### src/rtl/attn_seq_ctrl.sv
// -----------------------------------------------------------------------------
// attn_seq_ctrl
//   Instruction sequencer for the attention core. A single accepted start
//   produces the whole instruction stream: K-vector load, Q-vector execute,
//   output FIFO drain into psum memory and, when compiled in, the SFP
//   normalization pass with write-back.
//
//   Optional feature macro: ATTN_SEQ_SFP_NORM_EN
//     defined     : NRD/NACC/NDIV/NWB states exist, DRAIN exits to NRD.
//     not defined : those states are absent, DRAIN exits to DONE and
//                   inst[20:17] are constant 0.
//
// Parameters
//   COL      : number of K vectors loaded (array columns)
//   ROWS_MAX : maximum number of Q rows (qmem/pmem depth)
//   TIMEOUT  : idle DRAIN cycles tolerated without fifo_valid before abort
//
// Ports
//   clk        : clock, all flops on the rising edge
//   reset      : synchronous, active-high
//   start      : begin a sequence (sampled only in IDLE)
//   n_q        : Q row count; 0 ignores start, values above ROWS_MAX clamp
//   fifo_valid : core output FIFO holds a full row
//   inst       : registered core instruction word
//   busy       : sequence in progress
//   done       : one-cycle pulse at end of sequence
//   err        : sticky drain-timeout flag, cleared by accepted start/reset
// -----------------------------------------------------------------------------
module attn_seq_ctrl #(
    parameter int COL      = 8,
    parameter int ROWS_MAX = 16,
    parameter int TIMEOUT  = 64
) (
    input  logic        clk,
    input  logic        reset,
    input  logic        start,
    input  logic [4:0]  n_q,
    input  logic        fifo_valid,
    output logic [20:0] inst,
    output logic        busy,
    output logic        done,
    output logic        err
);

    localparam logic [4:0] COL_LAST = 5'(COL - 1);
    localparam logic [4:0] ROWS_LIM = 5'(ROWS_MAX);
    localparam logic [6:0] TMO      = 7'(TIMEOUT);

    typedef enum logic [3:0] {
        S_IDLE  = 4'd0,
        S_KLOAD = 4'd1,
        S_QEXEC = 4'd2,
        S_DRAIN = 4'd3,
`ifdef ATTN_SEQ_SFP_NORM_EN
        S_NRD   = 4'd4,
        S_NACC  = 4'd5,
        S_NDIV  = 4'd6,
        S_NWB   = 4'd7,
`endif
        S_DONE  = 4'd8
    } state_t;

    state_t      state, state_n;
    logic [4:0]  cnt, cnt_n;
    logic [4:0]  row, row_n;
    logic [4:0]  wcnt, wcnt_n;
    logic [6:0]  tcnt, tcnt_n;
    logic [4:0]  nq, nq_n;
    logic        err_n;
    logic        wr_n;       // the cycle being entered carries a drain write
    logic [20:0] inst_n;
    logic [4:0]  nq_clamped;

    assign nq_clamped = (n_q > ROWS_LIM) ? ROWS_LIM : n_q;

    // Next-state and counter logic
    always_comb begin
        state_n = state;
        cnt_n   = cnt;
        row_n   = row;
        wcnt_n  = wcnt;
        tcnt_n  = tcnt;
        nq_n    = nq;
        err_n   = err;
        wr_n    = 1'b0;
        case (state)
            S_IDLE: begin
                if (start && (n_q != 5'd0)) begin
                    state_n = S_KLOAD;
                    nq_n    = nq_clamped;
                    cnt_n   = 5'd0;
                    row_n   = 5'd0;
                    wcnt_n  = 5'd0;
                    tcnt_n  = 7'd0;
                    err_n   = 1'b0;
                end
            end
            S_KLOAD: begin
                if (cnt == COL_LAST) begin
                    state_n = S_QEXEC;
                    cnt_n   = 5'd0;
                end else begin
                    cnt_n = cnt + 5'd1;
                end
            end
            S_QEXEC: begin
                if (cnt == nq - 5'd1) begin
                    // The first DRAIN cycle already acts on fifo_valid seen
                    // at this edge; tcnt is still 0 so no timeout is possible.
                    state_n = S_DRAIN;
                    if (fifo_valid) begin
                        wr_n   = 1'b1;
                        wcnt_n = wcnt + 5'd1;
                    end else begin
                        tcnt_n = tcnt + 7'd1;
                    end
                end else begin
                    cnt_n = cnt + 5'd1;
                end
            end
            S_DRAIN: begin
                if (wcnt == nq) begin
`ifdef ATTN_SEQ_SFP_NORM_EN
                    state_n = S_NRD;
                    row_n   = 5'd0;
`else
                    state_n = S_DONE;
`endif
                end else if (fifo_valid) begin
                    wr_n   = 1'b1;
                    wcnt_n = wcnt + 5'd1;
                    tcnt_n = 7'd0;
                end else if (tcnt == TMO) begin
                    err_n   = 1'b1;
                    state_n = S_DONE;
                end else begin
                    tcnt_n = tcnt + 7'd1;
                end
            end
`ifdef ATTN_SEQ_SFP_NORM_EN
            S_NRD:  state_n = S_NACC;
            S_NACC: state_n = S_NDIV;
            S_NDIV: state_n = S_NWB;
            S_NWB: begin
                row_n = row + 5'd1;
                if (row + 5'd1 == nq) begin
                    state_n = S_DONE;
                end else begin
                    state_n = S_NRD;
                end
            end
`endif
            S_DONE:  state_n = S_IDLE;
            default: state_n = S_IDLE;
        endcase
    end

    // Instruction word for the cycle being entered; bit 19 stays 0 always.
    always_comb begin
        inst_n = 21'd0;
        case (state_n)
            S_KLOAD: begin
                inst_n[3]     = 1'b1;          // kmem_rd
                inst_n[6]     = 1'b1;          // kernel load
                inst_n[15:12] = cnt_n[3:0];
            end
            S_QEXEC: begin
                inst_n[5]     = 1'b1;          // qmem_rd
                inst_n[7]     = 1'b1;          // execute
                inst_n[15:12] = cnt_n[3:0];
            end
            S_DRAIN: begin
                if (wr_n) begin
                    inst_n[16]   = 1'b1;       // ofifo_rd
                    inst_n[0]    = 1'b1;       // pmem_wr
                    inst_n[11:8] = wcnt[3:0];
                end
            end
`ifdef ATTN_SEQ_SFP_NORM_EN
            S_NRD: begin
                inst_n[1]    = 1'b1;           // pmem_rd
                inst_n[11:8] = row_n[3:0];
            end
            S_NACC: inst_n[18] = 1'b1;
            S_NDIV: inst_n[17] = 1'b1;
            S_NWB: begin
                inst_n[20]   = 1'b1;           // write_back
                inst_n[0]    = 1'b1;           // pmem_wr
                inst_n[11:8] = row_n[3:0];
            end
`endif
            default: inst_n = 21'd0;
        endcase
    end

    // State, counters and registered outputs
    always_ff @(posedge clk) begin
        if (reset) begin
            state <= S_IDLE;
            cnt   <= 5'd0;
            row   <= 5'd0;
            wcnt  <= 5'd0;
            tcnt  <= 7'd0;
            nq    <= 5'd0;
            err   <= 1'b0;
            inst  <= 21'd0;
            busy  <= 1'b0;
            done  <= 1'b0;
        end else begin
            state <= state_n;
            cnt   <= cnt_n;
            row   <= row_n;
            wcnt  <= wcnt_n;
            tcnt  <= tcnt_n;
            nq    <= nq_n;
            err   <= err_n;
            inst  <= inst_n;
            busy  <= (state_n != S_IDLE) && (state_n != S_DONE);
            done  <= (state_n == S_DONE);
        end
    end

endmodule

### config.mk
export PLATFORM = sky130hd
export DESIGN_NAME = attn_seq_ctrl
export DESIGN_NICKNAME = d
export VERILOG_FILES = /design/src/rtl/attn_seq_ctrl.sv
export SDC_FILE = /design/constraint.sdc
export NUM_CORES = 1
export LEC_CHECK = 0
export BUFFER_PORTS_ARGS = -buffer_cell sky130_fd_sc_hd__buf_2
export CAP_MARGIN = 10
export CORE_MARGIN = 2
export CORE_UTILIZATION = 47
export CTS_CLUSTER_DIAMETER = 40
export CTS_CLUSTER_SIZE = 25
export DETAILED_ROUTE_END_ITERATION = 7
export PLACE_DENSITY = 0.68
export SYNTH_ARGS = -nofsm -noshare
export SYNTH_HDL_FRONTEND = slang
export SYNTH_SLANG_ARGS = --single-unit
### constraint.sdc
create_clock -name clk -period 3.05 [get_ports clk]
set_clock_uncertainty 0.05 [all_clocks]
set_input_delay 0.61 -clock clk [delete_from_list [all_inputs] [get_ports clk]]
set_output_delay 0.61 -clock clk [all_outputs]
set_load 0.01 [all_outputs]
* Yosys cells after proc, flatten, opt, wreduce, memory -nomap -nowiden
Index checks and enable logic that the tools add are counted.
** Storage, ports and cells
- Input bits :: 9
- Logic and storage cells :: 94
- Flip-flop bits (word level) :: 50
- Memory bits (writable) :: 0
- Output and inout port bits :: 24
- ROM bits :: 0
- Bits in latches :: 0
- Memories kept :: 0
** Cells by class
- $lt $le $gt $ge :: 1
- Multiply operators :: 0
- Div/mod/pow operators :: 0
- Add/sub/neg operators :: 4
- Shift-type cells :: 0
- Muxes and demuxes :: 37
- Equal/unequal tests :: 20
- Bitwise operators :: 3
- Reductions and logical operators :: 16
** Operators by type and width (number)
- $mux W7 :: 6
- $mux W5 :: 8
- $pmux W5 S3 :: 2
- $mux W4 :: 6
- $pmux W7 S3 :: 1
- $eq A4 B2 Y1 const B :: 4
- $pmux W4 S4 :: 1
- $ne A2 B2 Y1 const B :: 7
- $mux W1 :: 11
- $add A5 B1 Y5 const B :: 2
- $eq A5 B5 Y1 :: 2
- $eq A4 B1 Y1 const B :: 2
- $add A7 B1 Y7 const B :: 1
- $eq A7 B7 Y1 const B :: 1
- $reduce_and A6 Y1 :: 1
- $reduce_bool A3 Y1 :: 2
- $eq A5 B3 Y1 const B :: 1
- $gt A5 B5 Y1 const B :: 1
- $reduce_and A5 Y1 :: 1
- $reduce_bool A5 Y1 :: 1
- $sub A5 B1 Y5 const B :: 1
- $eq A4 B4 Y1 const B :: 1
- $logic_not A4 Y1 :: 1
- $ne A4 B4 Y1 const B :: 1
- 11 further kinds :: 16

* Depth between registers and ports, before layout
- Depth in word-level cells :: 9
- Mapped depth :: 9
- Mapped depth without buffers :: 8

* Worst setup path after synthesis
OpenSTA, ideal clock, no wires.
- Path kind :: reg-to-reg
- From :: register nq[0]
- To :: register tcnt[4]
- Period minus slack after synthesis :: 2.189 ns
- Required time :: 2.930 ns
- Slack :: 0.861 ns
- Buffers on the path :: 0
- Setup time :: 0.070 ns
- Stages on the path, launching flop included :: 9
- Arrival :: 2.069 ns
- Path through :: dfxtp_1 inv_1 ha_1 o21ba_2 a22oi_1 o211a_4 o211ai_4 or4_1 a21oi_1
** Between the ends
- Word-level cells in the longest chain between the ends :: 4
- Elaborated cells on any way between the ends :: 6
- Those cells by class :: add/sub (1); eq/ne (4); reduce/logical (1)
** Ends and longest elaborated chain
- from (decl) :: RTL line 68 : logic [4:0] nq, nq_n;
- from (signal assigned) :: RTL line 215 : nq <= nq_n;
- $sub A5 B1 Y5 :: RTL line 107 : if (cnt == nq - 5'd1) begin
- $eq A5 B5 Y1 :: RTL line 107
- $ne A2 B2 Y1 (no source line)
- $reduce_and A6 Y1 (no source line) *
- to (signal assigned) :: RTL line 214 : tcnt <= tcnt_n;
- to (decl) :: RTL line 67 : logic [6:0] tcnt, tcnt_n;
Every way passes the cells marked *; elsewhere a longest branch is shown, timed or not.
A chain may end at the register's enable or synchronous reset.

* Final worst setup path
- From :: register nq[0]
- To :: register tcnt[5]
The elaborated chain is that of the path after synthesis.

==> reports/results.txt <==
At the pin with the least slew margin, the transition time is 0.5911 ns. The end point of the worst hold path was err. The achievable clock frequency is 411.9 MHz, and the area of the die is 5130 sq um. Of all nets on the critical path, the largest fanout is 14.

In this run the cell area measured after placement is 2246 sq um. For the multi-input gate area in the final layout, the log shows 1199 sq um. Commonest register cell after synthesis: sky130_fd_sc_hd__dfxtp_1. The core outline area is 4384 sq um. The congestion estimate from routability-driven global placement came to 0.9021. The number of buffers created by CTS was 5. The endpoint of the worst register-to-register path was tcnt[5].

For the worst setup path, the data required time is 3.22 ns. The tools report the number of buffers inserted by hold repair at cts as 0. The first global-routing pass estimated 7.514 mm of wire.

The initial antenna violation count is 0. Summed over all layers, the routed wires come to 4.339 mm. The die is 71.63 microns wide. For this block, the via count after detailed routing is 1,806.

The synthesized design contains 40 register bits. STA classifies the critical path startpoint as a register. Once layout is complete, the cells apart from fillers number 319. Once the clock tree was built, the resizer swapped 0 gates to a different size. The post-route worst setup slack is 0.6223 ns. The analysis attributes to cell leakage a power of 0.9199 nW. Input and output buffers added on the ports amount to 25.

The antenna cell count was 0; the number of global-route vias before repair was 1,634. In this run the count of I/O pins placed on the die edge is 33. The worst setup path is of the reg -> reg kind. The fraction of synthesis flops using an asynchronous set or reset pin came out at 0%. Final number of hold-violating endpoints: 0. The final setup TNS is 0 ns, and the average wire per cell in the routed design is 13.60 microns. In the global route stage, overall resource usage came out at 18.45%. Hold-critical path depth: 1. After clock tree synthesis, the clock-pin slew on the worst setup and hold paths is 0.07 ns. The detailed placement HPWL is 3.239 mm. The area growth from synthesis to final layout was 8.789%; the height of the die was 71.63 microns. Using the TritonRoute via totals, the vias-per-cell ratio works out to 5.661. The clock passes through at most 2 buffers.

The most common library cell in the layout ignoring fill and taps was sky130_fd_sc_hd__dfxtp_1. The final max-slew violation count was 0. The minimum clock period is 2.428 ns.

The number of instances in the synthesized netlist is 243, and the initial core utilization is 49.03%. After synthesis, the cell types taking the most area are sky130_fd_sc_hd__dfxtp_1 37%, sky130_fd_sc_hd__a21oi_1 4.4%, sky130_fd_sc_hd__xnor2_1 3.7%. Power spread over the standard cell area amounts to 425.4 nW/um^2.

The share of Yosys cell area claimed by the top area cell type came out at 37.25%. The number of maximum-capacitance constraint violations came out at 0. Startpoint of the worst hold path: err.

Global routing consumed, on the met3 layer, 3.094% of the routing resources. Buffers added to address setup during post-CTS repair amount to 0. TritonCTS built the clock tree. Yosys mapped a number of flops with a built-in enable equal to 0.

The met2 usage in global routing came out at 28.40%. The library cells used most frequently in the layout, excluding fill and tap cells, are 40 x sky130_fd_sc_hd__dfxtp_1, 25 x sky130_fd_sc_hd__buf_2, 19 x sky130_fd_sc_hd__a21oi_1, 16 x sky130_fd_sc_hd__nor2_1, 14 x sky130_fd_sc_hd__o21ai_0. In the finished design, the share of the clock period the worst path needs comes to 79.60%.

The placement-stage worst setup slack is 0.6369 ns. For this run, design rule violations remaining after detail routing come to 0. The number of placed instances with taps included was 311. The run finished with clean final reports. The worst-case IR drop observed on VDD is 215.8 uV.

The worst pin sits at a relative slew slack of 60.05%. The mean instance size in the synthesized netlist is 8.846 sq um. The logs give 424 for the filler cell count and 40 for the total clock sinks. The net count reported at finish is 280. Data on the critical path arrives at its endpoint at 2.60 ns. Clock latency on the worst-skew pair, taken at its later pin, is 0.29 ns. The element type at the critical path end is a register. The root buffer selected by CTS was sky130_fd_sc_hd__clkbuf_8.

Tracing the worst setup path back leads to its startpoint at nq[0]. After global routing, the most crowded layer is met2. In the final layout, the share of cells above drive strength 1 is 18.73%.

The detailed router finished its first iteration with 118 violations. Synthesis instantiated 58 different standard cells from the library. For the netlist area before placement, the log shows 2150 sq um.

The min-delay analysis places its worst path in the category reg -> reg. The post-detailed-route count of antenna-violating nets was 0; the count of H-tree levels built during CTS was 2. The final number of setup-violating endpoints is 0, and the sequential cell area in the final layout is 800.8 sq um. The count of warnings emitted by yosys was 0.

The leading area contributor after synthesis was sky130_fd_sc_hd__dfxtp_1. The total global routing overflow is 0. The final worst hold slack is 0.4205 ns.

The startpoint identified for the worst register-to-register timing path is nq[0]. The share of synthesized area occupied by flip-flops and latches is 37.25%, and the flop-to-flop setup slack is 0.62 ns. Setup repair after global routing left no endpoint under its margin.

The first detailed-routing pass ran for 4 iterations. For this run, global-route usage on met1 was measured as 25.61%. The logs give 24 for the row count and 19 for the maximum number of pins on one net before global-route repair. Summing all non-filler instances in the final layout gives an area of 2338 sq um. Number of cells traversed by the worst register-to-register path: 8.
[worst max-delay path by stage]
stage	end	slack, ns
finish	tcnt[5]	0.62
global route	tcnt[5]	0.46
CTS	tcnt[5]	0.62
detailed placement	tcnt[4]	0.64
global placement	inst[14]	0.64
floorplan	tcnt[4]	0.86
[layer usage]
layer / share of wire (%) / vias to the layer above
met5: 0 / -
met4: 2.0 / 0
met3: 5.5 / 7
met2: 45 / 64
met1: 48 / 825
li1: - / 910
[logic make-up (layout without fill, tap and decap cells)]
| kind of cell | Yosys count | after routing | share of synthesized area (%) |
|---|---|---|---|
| compound gates | 69 | 69 | 22.47 |
| xor+xnor | 11 | 11 | 4.832 |
| fa+ha+maj | 5 | 5 | 2.910 |
| buf+inv | 29 | 46 | 8.207 |
| flops | 40 | 40 | 37.25 |
| mux | 3 | 3 | 1.397 |
| other cells | 1 | 8 | 0.1745 |
| simple gates | 85 | 85 | 22.76 |
[flip-flops by register name, summed over array words and instances, names as in the netlist]
signal and cells:
tcnt 7, wcnt 5, nq 5, busy 1, inst 11, cnt 5
err 1, done 1, state 4
[final cells by class]
cell class	count	area share, %
clock buffer	6	3.531
sequential	40	34.24
inverter	11	1.766
multi-input combinational	181	51.26
tap	52	2.782
clock inverter	2	0.4280
timing repair buffer	27	5.992
[critical path, cell delays in order, from the launching register on]
cell                       delay, ns
sky130_fd_sc_hd__dfxtp_1        0.42
sky130_fd_sc_hd__inv_1          0.08
sky130_fd_sc_hd__ha_1           0.26
sky130_fd_sc_hd__o21ba_2        0.21
sky130_fd_sc_hd__a22oi_1        0.29
sky130_fd_sc_hd__o211a_4        0.23
sky130_fd_sc_hd__o211ai_4       0.15
sky130_fd_sc_hd__or4_1          0.53
sky130_fd_sc_hd__a21oi_1        0.14
[synthesized netlist by cell type (all sizes together), types with 5 or more instances]
cell    count
a21oi      19
and2        5
buf        12
clkbuf      5
dfxtp      40
ha          5
inv        11
nand2      12
nand3      12
nor2       17
o21ai      15
o31ai       6
or2         5
or3         6
or3b        5
xnor2       9
[report_power, final]
group | switching (mW) | internal (mW) | total (mW)
logic | 0.0625 | 0.0369 | 0.0995
registers | 0.0102 | 0.530 | 0.540
clock network | 0.175 | 0.180 | 0.355
total | 0.248 | 0.747 | 0.995
[metrics by stage]
stage          util, %  power [mW]
6_report         53.34      0.9949
3_3_place_gp     51.23      0.6491
2_1_floorplan        -      0.6306
5_1_grt          53.34       1.037
3_5_place_dp     51.23      0.6494
4_1_cts          53.34       1.009
No activity file was read; power rests on OpenSTA's default activity.
